## config.mk

```make
export PLATFORM = sky130hd
export DESIGN_NAME = apple2_video_timing_flat
export DESIGN_NICKNAME = d
export VERILOG_FILES = /design/src/rtl/apple2_video_timing_if.sv /design/src/rtl/apple2_video_timing.sv /design/src/flat_wrapper.sv
export SDC_FILE = /design/constraint.sdc
export NUM_CORES = 1
export LEC_CHECK = 0
export BUFFER_PORTS_ARGS = -buffer_cell sky130_fd_sc_hd__buf_2
export CAP_MARGIN = 40
export CORE_MARGIN = 2
export CORE_UTILIZATION = 60
export CTS_BUF_LIST = sky130_fd_sc_hd__clkbuf_2
export DETAILED_ROUTE_END_ITERATION = 10
export PLACE_DENSITY = 0.87
export SLEW_MARGIN = 0
export SYNTH_ARGS = -nofsm -noshare
export SYNTH_HDL_FRONTEND = slang
export SYNTH_SLANG_ARGS = --single-unit
```

## constraint.sdc

```tcl
create_clock -name CLK_14M -period 3.85 [get_ports CLK_14M]
set_clock_uncertainty 0.1 [all_clocks]
set_input_delay 0 -clock CLK_14M [delete_from_list [all_inputs] [get_ports CLK_14M]]
set_output_delay 0 -clock CLK_14M [all_outputs]
set_load 0.005 [all_outputs]
```

## src/rtl/apple2_video_timing_if.sv

```systemverilog
// Purpose : bundles the soft-switch inputs and the scan timing outputs of the video timing generator.
// Latency : pure wiring, no storage.
// Backpressure: none; the timing outputs free-run and consumers sample them every cycle.
//
// Ports (master = timing generator, slave = scan-out consumer):
//   TEXT_MODE, MIXED_MODE        soft switches into the generator
//   H_COUNT[6:0], V_COUNT[8:0]   current column / line
//   HBL, VBL, COLOR_LINE         blanking and colour-kill levels
//   CPU_CE, LD_SHIFT             per-column CPU enable and shift-register load strobes
//   LINE_START, FRAME_START      first-cycle-of-line / first-cycle-of-frame strobes
interface apple2_video_timing_if;
    logic       TEXT_MODE;
    logic       MIXED_MODE;
    logic [6:0] H_COUNT;
    logic [8:0] V_COUNT;
    logic       HBL;
    logic       VBL;
    logic       COLOR_LINE;
    logic       CPU_CE;
    logic       LD_SHIFT;
    logic       LINE_START;
    logic       FRAME_START;

    modport master (
        input  TEXT_MODE, MIXED_MODE,
        output H_COUNT, V_COUNT, HBL, VBL, COLOR_LINE,
               CPU_CE, LD_SHIFT, LINE_START, FRAME_START
    );

    modport slave (
        output TEXT_MODE, MIXED_MODE,
        input  H_COUNT, V_COUNT, HBL, VBL, COLOR_LINE,
               CPU_CE, LD_SHIFT, LINE_START, FRAME_START
    );
endinterface

```

## src/rtl/apple2_video_timing.sv

```systemverilog
// Purpose : Apple ][ master video scheduler: 65 columns x 14M sub-cycles (912 per line), lines, blanking, strobes.
// Latency : every output decodes registered state only; soft switches affect COLOR_LINE from the next line start.
// Backpressure: none; free-running counters, consumers must accept a strobe on the cycle it is high.
//
// Ports:
//   CLK_14M   14.31818 MHz master clock
//   RESET_N   asynchronous active-low reset
//   vid       apple2_video_timing_if.master (soft switches in, counters/blanking/strobes out)
module apple2_video_timing #(
    parameter int LINES_PER_FRAME = 262,
    parameter int ACTIVE_LINES    = 192,
    parameter int HBL_COLUMNS     = 25,
    parameter int LOAD_PHASE      = 13
) (
    input  logic                     CLK_14M,
    input  logic                     RESET_N,
    apple2_video_timing_if.master    vid
);

    localparam logic [3:0] SUB_LAST_SHORT = 4'd13;
    localparam logic [3:0] SUB_LAST_LONG  = 4'd15;
    localparam logic [6:0] H_LAST         = 7'd64;
    localparam logic [8:0] V_LAST         = 9'(LINES_PER_FRAME - 1);
    localparam logic [8:0] V_ACTIVE       = 9'(ACTIVE_LINES);
    // First line of the four text rows shown at the bottom in mixed mode.
    localparam logic [8:0] V_MIXED        = 9'(ACTIVE_LINES - 32);
    localparam logic [6:0] H_HBL          = 7'(HBL_COLUMNS);
    localparam logic [3:0] SUB_LOAD       = 4'(LOAD_PHASE);

    logic [3:0] sub_q, sub_d;
    logic [6:0] h_q,   h_d;
    logic [8:0] v_q,   v_d;
    logic       color_q, color_d;
    logic       sub_last;

    // Column 64 is the long column: it absorbs the two extra 14M cycles.
    assign sub_last = (h_q == H_LAST) ? (sub_q == SUB_LAST_LONG) : (sub_q == SUB_LAST_SHORT);

    always_comb begin
        sub_d   = sub_q + 4'd1;
        h_d     = h_q;
        v_d     = v_q;
        color_d = color_q;
        if (sub_last) begin
            sub_d = 4'd0;
            if (h_q == H_LAST) begin
                h_d = 7'd0;
                v_d = (v_q == V_LAST) ? 9'd0 : v_q + 9'd1;
                // Latched on the last cycle of the line, against the line about to start,
                // so the value is stable for the whole of that line.
                color_d = vid.TEXT_MODE |
                          (vid.MIXED_MODE & (v_d >= V_MIXED) & (v_d < V_ACTIVE));
            end else begin
                h_d = h_q + 7'd1;
            end
        end
    end

    always_ff @(posedge CLK_14M or negedge RESET_N) begin
        if (!RESET_N) begin
            sub_q   <= 4'd0;
            h_q     <= 7'd0;
            v_q     <= 9'd0;
            color_q <= 1'b0;
        end else begin
            sub_q   <= sub_d;
            h_q     <= h_d;
            v_q     <= v_d;
            color_q <= color_d;
        end
    end

    assign vid.H_COUNT     = h_q;
    assign vid.V_COUNT     = v_q;
    assign vid.HBL         = (h_q < H_HBL);
    assign vid.VBL         = (v_q >= V_ACTIVE);
    assign vid.COLOR_LINE  = color_q;
    assign vid.CPU_CE      = sub_last;
    // Sub-cycles 14..15 of the long column never match a phase in 0..13, so it loads once.
    assign vid.LD_SHIFT    = (sub_q == SUB_LOAD) && (h_q >= H_HBL) && (v_q < V_ACTIVE);
    assign vid.LINE_START  = (sub_q == 4'd0) && (h_q == 7'd0);
    assign vid.FRAME_START = (sub_q == 4'd0) && (h_q == 7'd0) && (v_q == 9'd0);

endmodule

```

## src/flat_wrapper.sv

```systemverilog
// flat-port wrapper written by rule: the top's interface ports become plain ports
module apple2_video_timing_flat 
#(
    parameter int LINES_PER_FRAME = 262,
    parameter int ACTIVE_LINES    = 192,
    parameter int HBL_COLUMNS     = 25,
    parameter int LOAD_PHASE      = 13
)
  (CLK_14M, RESET_N, vid_TEXT_MODE, vid_MIXED_MODE, vid_H_COUNT, vid_V_COUNT, vid_HBL, vid_VBL, vid_COLOR_LINE, vid_CPU_CE, vid_LD_SHIFT, vid_LINE_START, vid_FRAME_START);
  apple2_video_timing_if vid_i ();
  input  logic CLK_14M;
  input  logic RESET_N;
  input wire logic [$bits(vid_i.TEXT_MODE)-1:0] vid_TEXT_MODE;
  input wire logic [$bits(vid_i.MIXED_MODE)-1:0] vid_MIXED_MODE;
  output wire logic [$bits(vid_i.H_COUNT)-1:0] vid_H_COUNT;
  output wire logic [$bits(vid_i.V_COUNT)-1:0] vid_V_COUNT;
  output wire logic [$bits(vid_i.HBL)-1:0] vid_HBL;
  output wire logic [$bits(vid_i.VBL)-1:0] vid_VBL;
  output wire logic [$bits(vid_i.COLOR_LINE)-1:0] vid_COLOR_LINE;
  output wire logic [$bits(vid_i.CPU_CE)-1:0] vid_CPU_CE;
  output wire logic [$bits(vid_i.LD_SHIFT)-1:0] vid_LD_SHIFT;
  output wire logic [$bits(vid_i.LINE_START)-1:0] vid_LINE_START;
  output wire logic [$bits(vid_i.FRAME_START)-1:0] vid_FRAME_START;
  assign vid_i.TEXT_MODE = vid_TEXT_MODE;
  assign vid_i.MIXED_MODE = vid_MIXED_MODE;
  assign vid_H_COUNT = vid_i.H_COUNT;
  assign vid_V_COUNT = vid_i.V_COUNT;
  assign vid_HBL = vid_i.HBL;
  assign vid_VBL = vid_i.VBL;
  assign vid_COLOR_LINE = vid_i.COLOR_LINE;
  assign vid_CPU_CE = vid_i.CPU_CE;
  assign vid_LD_SHIFT = vid_i.LD_SHIFT;
  assign vid_LINE_START = vid_i.LINE_START;
  assign vid_FRAME_START = vid_i.FRAME_START;
  apple2_video_timing #(.LINES_PER_FRAME(LINES_PER_FRAME), .ACTIVE_LINES(ACTIVE_LINES), .HBL_COLUMNS(HBL_COLUMNS), .LOAD_PHASE(LOAD_PHASE)) u_core (.CLK_14M(CLK_14M), .RESET_N(RESET_N), .vid(vid_i));
endmodule
```

==> Yosys cells after proc, flatten, opt, wreduce, memory -nomap -nowiden <==
Cells that the tools add are included.
{ "word_totals": {"register_bits": 21} }
{ "classes": {"addsub": 3, "magnitude_cmp": 6, "eq_ne": 4, "n_mux": 4, "bitwise_logic": 3, "reduce_logical": 8} }
{ "op_table": {"columns": ["operator", "count"], "rows": [
  ["$ge A9 B8 Y1 const B", 2],
  ["$lt A9 B8 Y1 const B", 2],
  ["$add A9 B1 Y9 const B", 1],
  ["$eq A9 B9 Y1 const B", 1],
  ["$logic_not A9 Y1", 1],
  ["$mux W9", 1],
  ["$eq A4 B4 Y1 const B", 2],
  ["$add A7 B1 Y7 const B", 1],
  ["$eq A7 B7 Y1 const B", 1],
  ["$ge A7 B5 Y1 const B", 1],
  ["$logic_not A7 Y1", 1],
  ["$lt A7 B5 Y1 const B", 1],
  ["$mux W7", 1],
  ["$add A4 B1 Y4 const B", 1],
  ["$logic_and A1 B1 Y1", 4],
  ["$logic_not A4 Y1", 1],
  ["$mux W4", 1],
  ["$and A1 B1 Y1", 2],
  ["$reduce_and A2 Y1", 1],
  ["$mux W1", 1],
  ["$or A1 B1 Y1", 1]
]} }

==> Logic depth before layout (Yosys ltp) <==
{ "depth": {"depth_word": 6, "depth_mapped": 8, "ltp_nobuf": 7} }

==> Worst setup path after synthesis <==
Ideal clock, no wire load.
{ "synth_path": {"path_type": "flip-flop to flip-flop", "start": "register u_core.h_q[0], in the netlist u_core.vid.H_COUNT[0]", "end": "register u_core.h_q[3], in the netlist u_core.vid.H_COUNT[3]", "setup_time_ns": 0.128, "arrival_ns": 2.155, "setup_slack_ns": 1.467, "stages_incl_launch_ff": 9, "period_less_slack_ns": 2.383, "path_cell_list": "dfrtp_1 inv_1 ha_1 or4b_4 or3_1 buf_6 nand2_4 nand4_1 mux2_1"} }
{ "synth_via": {"elab_chain_len": 2, "word_cells_on_any_way": 4} }
{ "synth_rtl": {"columns": ["element", "line", "text"], "rows": [
  ["start: declaration", "apple2_video_timing.sv:31", "logic [6:0] h_q, h_d;"],
  ["start signal: assignment", "apple2_video_timing.sv:62", "h_q <= 7'd0;"],
  ["start signal: assignment", "apple2_video_timing.sv:67", "h_q <= h_d;"],
  ["$eq A7 B7 Y1", "apple2_video_timing.sv:37", "assign sub_last = (h_q == H_LAST) ? (sub_q == SUB_LAST_LONG) : (sub_q == SUB_LAST_SHORT);"],
  ["$mux W1", "apple2_video_timing.sv:37", null],
  ["named net vid_CPU_CE", "flat_wrapper.sv:20", "output wire logic [$bits(vid_i.CPU_CE)-1:0] vid_CPU_CE;"]
]} }
The timed path passes the listed nets, and every way through them passes these cells.
A chain may end at the register's enable or synchronous reset.

==> Final worst setup path <==
{ "layout_path": {"start": "register u_core.h_q[0], in the netlist u_core.vid.H_COUNT[0]", "end": "register u_core.color_q, in the netlist u_core.vid.COLOR_LINE"} }
{ "layout_via": {"elab_chain_len": 3} }
{ "layout_rtl": {"columns": ["element", "line", "text"], "rows": [
  ["$eq A7 B7 Y1 (*)", "apple2_video_timing.sv:37, apple2_video_timing.sv:46", null],
  ["$mux W1", "apple2_video_timing.sv:37", null],
  ["$reduce_and A2 Y1 (no source line) (*)", null, null],
  ["end signal: assignment", "apple2_video_timing.sv:69", "color_q <= color_d;"],
  ["end: declaration", "apple2_video_timing.sv:33", "logic color_q, color_d;"]
]} }
Every way passes the cells marked *; elsewhere a longest branch is shown, timed or not.

==> results_dict.tcl <==
set metrics [dict create \
    maxCapViolations 0 \
    route.detailed.drc 0 \
    power_density_nw_per_um2 221 \
    wirelength_mm 2.72 \
    yosysWarnings 0 \
    yosysSeqAreaShare 0.409 \
    syn_to_final_growth_pct 14.0 \
    core_area_sq_um 1980 \
    synthCells 139 \
    grt_usage 0.237 \
    synth_area_leader_cell "dfrtp_1" \
    hold_class "input port to asynchronous set/reset pin" \
    final-setup-viol-count 0 \
    hold_slack_ns 0.0261 \
    rows 16 \
    worstSetupPathType "flip-flop to flip-flop" \
    cts_tree "yes" \
    start_kind "flip-flop" \
    ant_nets 0 \
    final_util 0.739 \
    grt_start_max_net_pins 22 \
    synth_area_leaders "dfrtp_1, ha_1, o21ai_0" \
    required_ns 3.98 \
    synth_seq_cells 21 \
    cts_sinks 21 \
    critPathMaxStageDelay_ns 0.57 \
    synthDominantCellAreaShare 0.409 \
    crit_arrival_ns 2.91 \
    htreeDepth 1 \
    worstMarginPinSlew_ns 0.641 \
    wl_per_cell_um 14.0 \
    synth_flop_cell "dfrtp_1" \
    seq_area_sq_um 526 \
    grt-ovfl-total 0 \
    diodes 0 \
    synthTopCellsByCount "dfrtp_1, o21ai_0, nand2_1, nor2_1" \
    dr_total_vias 1143 \
    multiInputGateArea_sq_um 691 \
    nets 181 \
    die_h_um 50.3 \
    grt_pass1_vias 985 \
    total_power_uw 324 \
    timing.fmax_ghz 0.360 \
    pwr-share-comb 0.027 \
    rsz0062_at_grt "no" \
    fin_tns_setup_ns 0 \
    leakagePower_uw 0.000744 \
    hold_viol 0 \
    synth_cell_types 37 \
    yosysMostFrequentCell "dfrtp_1" \
    clockBufferDepth 2 \
    clkPwrFrac 0.288 \
    hpwl_mm 1.99 \
    synth_nets 152 \
    syn_area_sq_um 1280 \
    end_kind "flip-flop" \
    cp_cell_sequence "inv_1 -> ha_1 -> or4b_4 -> or3_1 -> nor2_1 -> a21oi_1 -> dlygate4sd3_1" \
    timing.slew.headroom 0.570 \
    drive_above_1_share 0.210 \
    fin_crit_sh 0.722 \
    firstDrtPassIters 4 \
    via_per_inst 5.89 \
    start_util 0.648 \
    power.switching_uw 71.3 \
    synth_edf_count 0 \
    placement.io_buffers 26 \
    clk_pin_slew_worst_paths_ns 0.20 \
    finalWeightedCongestion 0.887 \
    finalMaxSlewViolations 0 \
    fin_crit_ns 2.78 \
    grt_pass1_wl_mm 4.63 \
    antenna_found_initial 0 \
    post_cts_buffers 0 \
    dieArea_sq_um 2530 \
    insertion_delay_ns 0.32 \
    synth-async-reset-ratio 1.00 \
    avgSynthCellArea_sq_um 9.24 \
    critPathSlowestCell "or3_1" \
    ir_drop_v 0.000247 \
    outcome "completed" \
    cp_max_fo 10 \
    cts_made_buffers 3 \
    pin_count 27 \
    postPlaceCellArea_sq_um 1410 \
    drt_iter0_drc 49 \
    swShare 0.220 \
    cellInternalPower_uw 253 \
    root_buffer "clkbuf_2" \
    die_x_um 50.3 \
    fillCellCount 154 \
    design_area_sq_um 1460 \
    p_seq_frac 0.685 \
]
[final timing paths]
check,startpoint,endpoint,slack [ns],cells past startpoint
max reg2reg,u_core.vid.H_COUNT[0],u_core.vid.COLOR_LINE,1.07,7
min in group CLK_14M,vid_TEXT_MODE,u_core.vid.COLOR_LINE,0.39,4
max,u_core.vid.H_COUNT[0],u_core.vid.COLOR_LINE,1.07,7
max in group asynchronous,RESET_N,u_core.vid.H_COUNT[5],3.30,2
min reg2reg,u_core.sub_q[0],u_core.sub_q[0],0.43,1
min,RESET_N,u_core.vid.V_COUNT[4],0.03,2
[what timing repair did]
| item | 4_1_cts | 5_1_grt |
|---|---|---|
| setup endpoints to repair | 0 | 0 |
| endpoints found under the hold margin | 22 | 0 |
| gates resized for setup | 0 | 0 |
| hold buffers | 3 | 0 |
[critical path: cells and delay by family (launching register included)]
| kind | cells | cell delay [ns] |
|---|---|---|
| AOI/OAI and AO/OA | 1 | 0.08 |
| adders and majority gates | 1 | 0.15 |
| buffers and inverters | 2 | 0.69 |
| DFF | 1 | 0.50 |
| and+or+nand+nor | 3 | 1.20 |
[per-stage QoR]
step                std cells  worst slack [ns]
floorplan                 139              1.47
global placement          187              1.36
detailed placement        187              1.23
CTS                       194              1.07
global route              194             0.909
finish                    194              1.07
[logic make-up (layout without fill, tap and decap cells)]
| kind of cell | count (synthesis) | count (layout) | synth area share |
|---|---|---|---|
| buffers and inverters | 14 | 42 | 0.0526 |
| muxes | 2 | 2 | 0.0166 |
| adders and majority gates | 9 | 9 | 0.0877 |
| and+or+nand+nor | 60 | 60 | 0.261 |
| AOI/OAI and AO/OA | 25 | 25 | 0.118 |
| DFF | 21 | 21 | 0.409 |
| xor gates and xnor gates | 8 | 8 | 0.0546 |
[flip-flops by register name, indices dropped and copies added, names as in the netlist]
name / flops
u_core.vid.COLOR_LINE: 1
u_core.vid.H_COUNT: 7
u_core.sub_q: 4
u_core.vid.V_COUNT: 9
[cell type report]
class | count | share of cell area
well taps | 27 | 0.0231
multi-input cells | 104 | 0.472
flip-flops and latches | 21 | 0.359
clock buffers | 4 | 0.0137
inverters | 9 | 0.0231
repair buffers | 29 | 0.109
[power groups by stage]
| stage | sequential, uW | combinational [uW] | clock [uW] |
|---|---|---|---|
| 6_report | 222 | 8.80 | 93.3 |
| 3_3_place_gp | 226 | 6.70 | 0 |
| 4_1_cts | 222 | 9.17 | 95.9 |
| 5_1_grt | 222 | 10.5 | 104 |
| 3_5_place_dp | 226 | 6.87 | 0 |
| 2_1_floorplan | 226 | 0.462 | 0 |
[layer usage]
layer / GRT usage / up-vias / wire length, um
met1: 0.343 / 548 / 1280
met5: 0 / - / 0
met4: 0.0417 / 0 / 10
met3: 0.0387 / 2 / 142
li1: - / 553 / -
met2: 0.377 / 40 / 1290
[cells in the final DEF, fill, tap and decap left out]
master / instances
buf_2: 26
mux2i_1: 1
nand2b_1: 3
nor3b_1: 1
or4b_4: 1
nand4_1: 6
o31ai_1: 1
nand2_1: 10
or4b_2: 1
mux2_1: 1
a211oi_1: 2
a31oi_1: 1
nor3_1: 6
o211ai_1: 1
inv_1: 9
and4_1: 2
xnor2_1: 5
and3_1: 3
nand4b_1: 1
or2_2: 1
xor2_1: 3
clkbuf_2: 4
and2_1: 1
or3_1: 3
dlygate4sd3_1: 3
dfrtp_1: 21
o32ai_1: 1
o21ai_0: 11
nand2_4: 1
nand3_1: 9
o21bai_1: 1
a21oi_1: 4
ha_1: 9
o22ai_1: 1
a32o_1: 1
a21o_1: 1
nor3_2: 1
nor2_1: 10
Power figures use the tool's default switching activity.
